File: config.mk
export PLATFORM = sky130hd
export DESIGN_NAME = inert_spi_mstr
export DESIGN_NICKNAME = d
export VERILOG_FILES = /design/src/rtl/inert_spi_mstr.sv
export SDC_FILE = /design/constraint.sdc
export NUM_CORES = 1
export LEC_CHECK = 0
export CAP_MARGIN = 20
export CORE_UTILIZATION = 40
export DETAILED_ROUTE_END_ITERATION = 16
export MAX_ROUTING_LAYER = met4
export PLACE_DENSITY = 0.59
export SYNTH_ARGS = -nofsm -noshare
export SYNTH_HDL_FRONTEND = slang
export SYNTH_SLANG_ARGS = --single-unit
File: constraint.sdc
create_clock -name clk -period 2.33 [get_ports clk]
set_clock_uncertainty 0.15 [all_clocks]
set_input_delay 0.5825 -clock clk [delete_from_list [all_inputs] [get_ports clk]]
set_output_delay 0.5825 -clock clk [all_outputs]
set_load 0.02 [all_outputs]
File: src/rtl/inert_spi_mstr.sv
// 16-bit SPI mode-3 master for the inertial sensor: shifts cmd out MSB-first while capturing MISO.
// Optional SPI_BUSY_ERR_EN adds a busy_err pulse for wrt requests that arrive mid-transaction.
module inert_spi_mstr #(
  parameter int DIV_W = 5
) (
  input  logic        clk,
  input  logic        rst_n,
  input  logic        wrt,
  input  logic [15:0] cmd,
  output logic        done,
  output logic [15:0] rd_data,
  output logic        SS_n,
  output logic        SCLK,
  output logic        MOSI,
  input  logic        MISO
`ifdef SPI_BUSY_ERR_EN
  ,
  output logic        busy_err
`endif
);

  typedef enum logic [1:0] {IDLE, FRONT, SHIFT, BACK} state_t;

  // Front porch starts three quarters into a period so the first fall comes after 2^(DIV_W-2) clks.
  localparam logic [DIV_W-1:0] CNT_FRONT = DIV_W'(3 << (DIV_W - 2));
  localparam logic [DIV_W-1:0] CNT_SMPL  = DIV_W'((1 << (DIV_W - 1)) - 1);
  localparam logic [DIV_W-1:0] CNT_ALL   = '1;
  localparam logic [DIV_W-1:0] CNT_ONE   = DIV_W'(1);

  state_t           state;
  logic [DIV_W-1:0] cnt;
  logic [15:0]      shft;
  logic             smpl;
  logic [4:0]       bit_cnt;

  assign SCLK = (state == IDLE) ? 1'b1 : cnt[DIV_W-1];
  assign MOSI = shft[15];

  always_ff @(posedge clk or negedge rst_n) begin
    if (!rst_n) begin
      state   <= IDLE;
      cnt     <= '0;
      shft    <= '0;
      smpl    <= 1'b0;
      bit_cnt <= '0;
      done    <= 1'b0;
      SS_n    <= 1'b1;
      rd_data <= '0;
    end else begin
      case (state)
        IDLE: begin
          if (wrt) begin
            shft    <= cmd;
            done    <= 1'b0;
            SS_n    <= 1'b0;
            cnt     <= CNT_FRONT;
            bit_cnt <= '0;
            state   <= FRONT;
          end
        end
        FRONT: begin
          cnt <= cnt + CNT_ONE;
          if (cnt == CNT_ALL) state <= SHIFT;
        end
        SHIFT: begin
          cnt <= cnt + CNT_ONE;
          if (cnt == CNT_SMPL) begin
            smpl    <= MISO;
            bit_cnt <= bit_cnt + 5'd1;
            if (bit_cnt == 5'd15) state <= BACK;
          end
          if (cnt == CNT_ALL) shft <= {shft[14:0], smpl};
        end
        BACK: begin
          // SCLK stays high here; only the last sample still needs shifting in.
          cnt <= cnt + CNT_ONE;
          if (cnt == CNT_ALL) begin
            shft    <= {shft[14:0], smpl};
            rd_data <= {shft[14:0], smpl};
            done    <= 1'b1;
            SS_n    <= 1'b1;
            cnt     <= '0;
            state   <= IDLE;
          end
        end
        default: state <= IDLE;
      endcase
    end
  end

`ifdef SPI_BUSY_ERR_EN
  always_ff @(posedge clk or negedge rst_n) begin
    if (!rst_n) busy_err <= 1'b0;
    else        busy_err <= wrt && (state != IDLE);
  end
`endif

endmodule

# ---- After elaboration in Yosys (flattened, before gate mapping)
# Cells that the tools add are included.
dict set report word_totals {
  output_inout_bits 20
  wordCells 53
  reg_bits 47
}
dict set report classes {
  eq_ne 12
  add_sub_neg 2
  muxes 19
  reduce_logical 12
}
# cell count
set ops {}
lappend ops {{16-bit two-way mux} 2}
lappend ops {{16-bit one-hot mux with 2 select lines} 1}
lappend ops {{5-bit two-way mux} 4}
lappend ops {{5-bit one-hot mux with 3 select lines} 1}
lappend ops {{5-bit by 1-bit adder with 5-bit output, second input constant} 2}
lappend ops {{5-bit by 4-bit == test with 1-bit output, second input constant} 2}
lappend ops {{2-bit two-way mux} 5}
lappend ops {{2-bit != test, second input constant} 5}
lappend ops {{5-bit one-hot mux with 2 select lines} 1}
lappend ops {{3-bit AND reduction} 3}
lappend ops {{2-bit one-hot mux with 4 select lines} 1}
lappend ops {{2-bit nonzero test} 3}
lappend ops {{5-bit == test, second input constant} 1}
lappend ops {{5-bit AND reduction} 1}
lappend ops {{2-bit == test, second input constant} 2}
lappend ops {{2-bit AND reduction} 2}
lappend ops {{2-bit OR reduction} 2}
lappend ops {{1-bit two-way mux} 3}
lappend ops {{2-bit by 1-bit == test with 1-bit output, second input constant} 1}
lappend ops {{2-bit zero test} 1}
lappend ops {{2-bit by 1-bit != test with 1-bit output, second input constant} 1}
lappend ops {{1-bit one-hot mux with 2 select lines} 1}

# ---- Logic depth before layout (Yosys ltp)
# Gate-level depths: netlist of run 1.
dict set report logic_depth {
  word_depth 4
  depth_mapped 9
  depth_no_buf 7
}

# ---- Least setup slack after synthesis of run 1
# No wires, ideal clock.
dict set report synth_timing {
  kind {reg-to-reg}
  start {register cnt[0]}
  end {register rd_data[0]}
  n_path_buf 1
  path_stages_with_launch 7
  t_required_ps 2055
  setup_slack_ps 257
  setup_time_ps 125
  arrival_time_ps 1799
  cell_sequence {dfrtp_1 > ha_1 > and3_1 > ha_1 > nand2_1 > buf_2 > mux2_2}
}
dict set report synth_between {
  elab_chain_cells 2
}
# item line
set synth_lines {}
lappend synth_lines {{start, declared} 31} ;# logic [DIV_W-1:0] cnt;
lappend synth_lines {{start signal, assigned} 62} ;# cnt <= cnt + CNT_ONE;
lappend synth_lines {{start signal, assigned} 66} ;# cnt <= cnt + CNT_ONE;
lappend synth_lines {{start signal, assigned} 76} ;# cnt <= cnt + CNT_ONE;
lappend synth_lines {{5-bit == test} 77} ;# if (cnt == CNT_ALL) begin
lappend synth_lines {{2-bit AND reduction (no line)} n/a}
lappend synth_lines {{end signal, assigned} 79} ;# rd_data <= {shft[14:0], smpl};
lappend synth_lines {{end, declared} 11} ;# output logic [15:0] rd_data,
# No other way between the ends.
# A chain may end at the register's enable or synchronous reset.

# ---- Final worst setup path of run 1
dict set report layout_timing {
  start {register state[1]}
  end {output SCLK}
}
dict set report layout_between {
  elab_chain_cells 2
}
# item line
set layout_lines {}
lappend layout_lines {{start, declared} 30} ;# state_t state;
lappend layout_lines {{start signal, assigned} 41} ;# state <= IDLE;
lappend layout_lines {{start signal, assigned} 58} ;# state <= FRONT;
lappend layout_lines {{start signal, assigned} 63} ;# if (cnt == CNT_ALL) state <= SHIFT;
lappend layout_lines {{2-bit zero test} 36} ;# assign SCLK = (state == IDLE) ? 1'b1 : cnt[DIV_W-1];
lappend layout_lines {{1-bit two-way mux} 36}
lappend layout_lines {{end, declared} 13} ;# output logic SCLK,
# No other way between the ends.

==> results of run 1 <==
-- cell usage in the layout, fill, tap and decap left out, drive strengths merged, types with 2 or more instances in the layout --
cell            n
dfrtp          46
clkdlybuf4s50  37
nor2           22
a21oi          22
mux2           18
mux2i          17
buf            12
nand2          10
ha             10
inv             7
o21ai           7
clkbuf          6
a22o            5
and3            3
nand3           3
nor3            2
a21o            2
nor2b           2
-- worst register-to-register path: stages (launching register included) --
cell,delay (ns)
dfrtp_1,0.39
ha_1,0.20
and3_1,0.19
ha_1,0.35
nand2_1,0.10
a21oi_1,0.21
mux2_2,0.35
-- layer usage --
layer	vias up	wire length (um)	GRT usage
met2	34	1964	0.2368
li1	787	-	-
met3	6	212	0.04767
met4	0	44	0.04444
met1	769	2114	0.2212
met5	-	0	-
-- synth_stat cells, types with 2 or more instances --
library cell  count
nor2_2            5
and3_1            3
nand2_1          10
a21oi_2          14
mux2i_1          17
ha_1             10
clkbuf_1          2
nor2_1           17
a22o_1            5
a21oi_1           8
nor3_1            2
dfrtp_1          46
mux2_2           18
buf_2             5
nand3_1           3
inv_1             7
a21o_1            2
buf_6             3
o21ai_0           7
-- layout make-up --
class	instances	area share
clock buffers	6	0.02781
multi-input cells	135	0.3544
clock inverters	2	0.01180
well taps	72	0.03034
repair buffers	50	0.1702
flip-flops and latches	47	0.3965
inverters	7	0.008850
-- cells by family after synthesis --
family,count (synthesis),synth area share
AOI/OAI and AO/OA,43,0.1396
adders and majority gates,10,0.05371
buffers and inverters,18,0.04297
DFF,47,0.5054
muxes,35,0.1600
and+or+nand+nor,47,0.09829
-- final timing paths --
kind,startpoint,to,slack [ns],cells after the start
max in group asynchronous,rst_n,cnt[2],1.46,2
max,state[1],SCLK,0.1,4
min reg2reg,cnt[1],cnt[1],0.36,2
max reg2reg,cnt[0],state[1],0.27,6
min in group clk,cnt[1],cnt[1],0.36,2
min,rst_n,shft[11],0.06,1
-- power by group through the flow --
stage	combinational, mW	clock [mW]	sequential (mW)
global route	1.69	0.673	1.22
finish	1.52	0.612	1.19
detailed placement	1.54	0	1.21
floorplan	1.13	0	1.21
CTS	1.53	0.642	1.19
global placement	1.52	0	1.20
-- flip-flops by register name, summed over array words and instances, names as in the netlist --
| signal | count |
|---|---|
| rd_data | 16 |
| shft | 16 |
| bit_cnt | 5 |
| cnt | 5 |
| state | 2 |
| SS_n | 1 |
| done | 1 |
| smpl | 1 |
-- what timing repair did --
| item | in CTS | in global routing |
|---|---|---|
| endpoints found under the hold margin | 0 | 0 |
| resized for setup | 1 | 1 |
| pin swaps | 0 | 0 |
| endpoints found under the setup margin | 1 | 1 |
==> flow_summary.json, run 1 <==
{
  "status": "finished clean",
  "detail-route-antenna-nets": 0,
  "worst_slew_pin_slew_ns": 0.5074,
  "dp_cells": 311,
  "syn_inst": 200,
  "cp.arrival_ns": 1.50,
  "die_x_um": 78.32,
  "cp_max_fo": 4,
  "slowest_delay_ns": 0.35,
  "drcViolationCount": 0,
  "synth_area_leaders": "dfrtp_1 49%, mux2_2 8.7%, mux2i_1 7.3%",
  "crit_chain": "inv_1 > ha_1 > or2_2 > clkdlybuf4s15_1",
  "hold_violations": 0,
  "cts.sinks": 47,
  "drtIter0Drc": 65,
  "setup_viol": 0,
  "p_total_mw": 3.320,
  "ys_seq_elements": 47,
  "clock_latency_ns": 0.29,
  "rows": 27,
  "synth_area_mm2": 0.002330,
  "core_area_mm2": 0.005574,
  "rsz0062_at_grt": "no",
  "internal-power_mw": 2.078,
  "grt_max_degree": 33,
  "switching_share": 0.3741,
  "hold_ws_ns": 0.05618,
  "hpwl_um": 3035,
  "fp.dieH_um": 78.32,
  "synth_edf_count": 0,
  "drive_gt1_frac": 0.2470,
  "setup_ws_ns": 0.09749,
  "max_freq_ghz": 0.4479,
  "power_density_mw_per_mm2": 1118,
  "numCtsBuffers": 5,
  "grt_pass1_vias": 1589,
  "sequentialPowerShare": 0.359,
  "synthFlopType": "dfrtp_1",
  "clkPwrFrac": 0.184,
  "critPathLaunchType": "flip-flop",
  "p_switching_mw": 1.242,
  "clk_path_buf_depth": 2,
  "crit_buf_inv": 2,
  "avgSynthCellArea_um2": 11.65,
  "relSlewSlack": 0.6582,
  "pre_cts_slack_ns": 0.1557,
  "cts_setup_buffers": 0,
  "port_buffers": 39,
  "gp_congestion": 0.7502,
  "critical_path_class": "flip-flop to output pin",
  "cp_top_family": "buffers and inverters",
  "drt_wl_total_um": 4336,
  "antennaDiodeCount": 0,
  "dpl_cell_area_mm2": 0.002851,
  "drv_cap": 0,
  "cp_slowest_cell": "dfrtp_1",
  "final_util": 0.5327,
  "fin_crit_ns": 2.233,
  "clkTransAtPathRegs_ns": 0.08,
  "yosys_warnings": 0,
  "drt_pass1_iterations": 4,
  "ctsHtreeMaxLevel": 2,
  "synth_top_area_cell": "dfrtp_1",
  "fin_area_mm2": 0.002969,
  "final_cells": 319,
  "root_buffer": "clkbuf_8",
  "p_leak_nw": 1.356,
  "start_util": 0.4180,
  "grt_pass1_wl_um": 7583,
  "die_area_mm2": 0.006133,
  "via_per_inst": 5.003,
  "critPathCaptureType": "output pin",
  "antenna_found_initial": 0,
  "io_pins": 40,
  "fill_cells": 518,
  "required_ns": 1.60,
  "drv_slew": 0,
  "nets": 276,
  "cts_tree": "built",
  "hp-class": "primary input to async pin",
  "setup_tns_ns": 0,
  "syn_to_final_growth_pct": 27.44,
  "cts_hold_buf": 0,
  "multiInputGateArea_mm2": 0.001052,
  "vias": 1596,
  "grt-ovfl-total": 0,
  "synth_top_area_frac": 0.4941,
  "regArea_mm2": 0.001177,
  "grt_use_total": 0.1629,
  "wl_per_cell_um": 13.59,
  "syn_nets": 230,
  "peakVddDrop_mv": 0.6160,
  "finalCritPeriodShare": 0.9582,
  "synthDistinctLibCells": 35,
  "pwr-share-comb": 0.456,
  "seq_area_frac_synth": 0.5054,
  "async_flop_share": 1.000
}
Power figures use the tool's default switching activity.
==> run 2, diff against run 1 <==
Settings changed: CORE_MARGIN set to 2, CORE_UTILIZATION 40 to 32, PLACE_DENSITY 0.59 to 0.49.
==> run 2 against run 1 <==
Against the previous run:
- non-clock buffer count is the same
- highest routed layer unchanged
- worst setup slack better by 0.0051 ns
- design area rose by 0.17%
- routed wire length grew 8.9%
==> flow_summary.json, run 2 (synthesized netlist as in run 1, its figures left out) <==
{
  "status": "finished clean",
  "hp-class": "primary input to async pin",
  "grt_use_total": 0.1332,
  "fin_crit_ns": 2.227,
  "fp.dieH_um": 89.33,
  "vias": 1566,
  "cts_hold_buf": 0,
  "syn_to_final_growth_pct": 27.66,
  "detail-route-antenna-nets": 0,
  "die_x_um": 89.33,
  "clkTransAtPathRegs_ns": 0.09,
  "wl_per_cell_um": 13.64,
  "setup_viol": 0,
  "dpl_cell_area_mm2": 0.002885,
  "cp_top_family": "buffers and inverters",
  "io_pins": 40,
  "cts.sinks": 47,
  "critical_path_class": "flip-flop to output pin",
  "worst_slew_pin_slew_ns": 0.6598,
  "rows": 31,
  "setup_tns_ns": 0,
  "ctsHtreeMaxLevel": 2,
  "r2r_cells": 6,
  "die_area_mm2": 0.007979,
  "path_depth": 4,
  "peakVddDrop_mv": 0.3210,
  "required_ns": 1.60,
  "drtIter0Drc": 68,
  "p_leak_nw": 1.336,
  "port_buffers": 39,
  "grt_pass1_vias": 1538,
  "cp.arrival_ns": 1.49,
  "mostFrequentLayoutCell": "dfrtp_1",
  "critPathLaunchType": "flip-flop",
  "hpwl_um": 3167,
  "numCtsBuffers": 5,
  "relSlewSlack": 0.5555,
  "via_per_inst": 4.526,
  "drcViolationCount": 0,
  "drt_wl_total_um": 4720,
  "antennaDiodeCount": 0,
  "critPathCaptureType": "output pin",
  "antenna_found_initial": 0,
  "cp_max_fo": 3,
  "switching_share": 0.3981,
  "clk_path_buf_depth": 2,
  "grt_pass1_wl_um": 7748,
  "core_area_mm2": 0.007137,
  "drt_pass1_iterations": 4,
  "nets": 276,
  "slowest_delay_ns": 0.36,
  "drv_cap": 0,
  "drive_gt1_frac": 0.2429,
  "internal-power_mw": 1.948,
  "fin_area_mm2": 0.002974,
  "cts_setup_buffers": 0,
  "root_buffer": "clkbuf_8",
  "crit_buf_inv": 2,
  "p_switching_mw": 1.288,
  "pwr-share-comb": 0.474,
  "hold_violations": 0,
  "cp_slowest_cell": "dfrtp_1",
  "crit_chain": "inv_1 > ha_1 > or2_2 > clkdlybuf4s15_1",
  "finalCritPeriodShare": 0.9560,
  "rsz0062_at_grt": "no",
  "clock_latency_ns": 0.31,
  "drv_slew": 0,
  "max_freq_ghz": 0.4490,
  "grt-ovfl-total": 0,
  "clkPwrFrac": 0.159,
  "cts_tree": "built",
  "final_cell_mix": "46 x dfrtp_1, 37 x clkdlybuf4s50_1, 18 x mux2_2, 17 x nor2_1, 17 x mux2i_1",
  "start_util": 0.3264,
  "gp_congestion": 0.7522,
  "sequentialPowerShare": 0.367,
  "dp_cells": 338,
  "fill_cells": 714,
  "reg.largest.list": "rd_data: 16 flops, shft: 16 flops",
  "power_density_mw_per_mm2": 1088,
  "grt_max_degree": 48,
  "final_cells": 346
}
-- run 2: cell types whose count changed in the layout (fill, tap and decap cells not counted) --
cell | before | now
clkinv_2 | 1 | 0
clkinvlp_4 | 0 | 1
clkbuf_1 | 0 | 1
clkbuf_8 | 6 | 5
bufinv_16 | 1 | 0
inv_6 | 0 | 1
-- run 2: worst register-to-register path: cells and delay by family, from the launching register on --
kind / cells / cell delay, ns
mux: 1 / 0.36
simple gates: 2 / 0.31
flops: 1 / 0.40
fa+ha+maj: 2 / 0.57
compound gates: 1 / 0.23
-- run 2: what timing repair did --
action	CTS	global route
cloned	0	0
gates resized for setup	1	1
setup endpoints to repair	1	1
-- run 2: power by group through the flow --
stage	logic [mW]	clock network (mW)	registers, mW
5_1_grt	1.69	0.577	1.22
6_report	1.53	0.516	1.19
3_5_place_dp	1.56	0	1.20
4_1_cts	1.55	0.542	1.19
3_3_place_gp	1.54	0	1.20
2_1_floorplan	1.13	0	1.21
-- run 2: worst paths after layout --
check,start,to,slack (ns)
worst max-delay path,state[0],SCLK,0.10
min in group clk,bit_cnt[4],bit_cnt[4],0.36
worst max register to register,cnt[0],state[1],0.22
worst min-delay path,rst_n,done,0.08
worst min register to register,bit_cnt[4],bit_cnt[4],0.36
max in group asynchronous,rst_n,SS_n,1.68
-- run 2: per-stage QoR --
step	setup slack, ns	power (mW)	util	hold WS, ns
finish	0.1026	3.236	0.4167	0.08145
CTS	0.06089	3.284	0.4166	0.1024
global placement	0.1605	2.746	0.4043	0.3341
detailed placement	0.1302	2.764	0.4043	0.3334
global route	0.01817	3.489	0.4167	0.09724
floorplan	0.2567	2.335	-	0.1369
-- run 2: metal layers --
layer / GRT usage / part of all wire / vias to the layer above
li1: - / - / 792
met1: 0.1901 / 0.53 / 738
met2: 0.1872 / 0.43 / 29
met3: 0.02770 / 0.028 / 7
met4: 0.04478 / 0.014 / 0
met5: - / 0 / -
-- run 2: cell type report --
cell class                      count  area, um^2  area share
Clock buffer                        6       72.57     0.02440
Clock inverter                      2       16.27    0.005469
Inverter                            7       26.28    0.008835
Multi-Input combinational cell    135        1052      0.3538
Sequential cell                    47        1177      0.3959
Tap cell                           99       123.9     0.04165
Timing Repair Buffer               50       505.5      0.1700
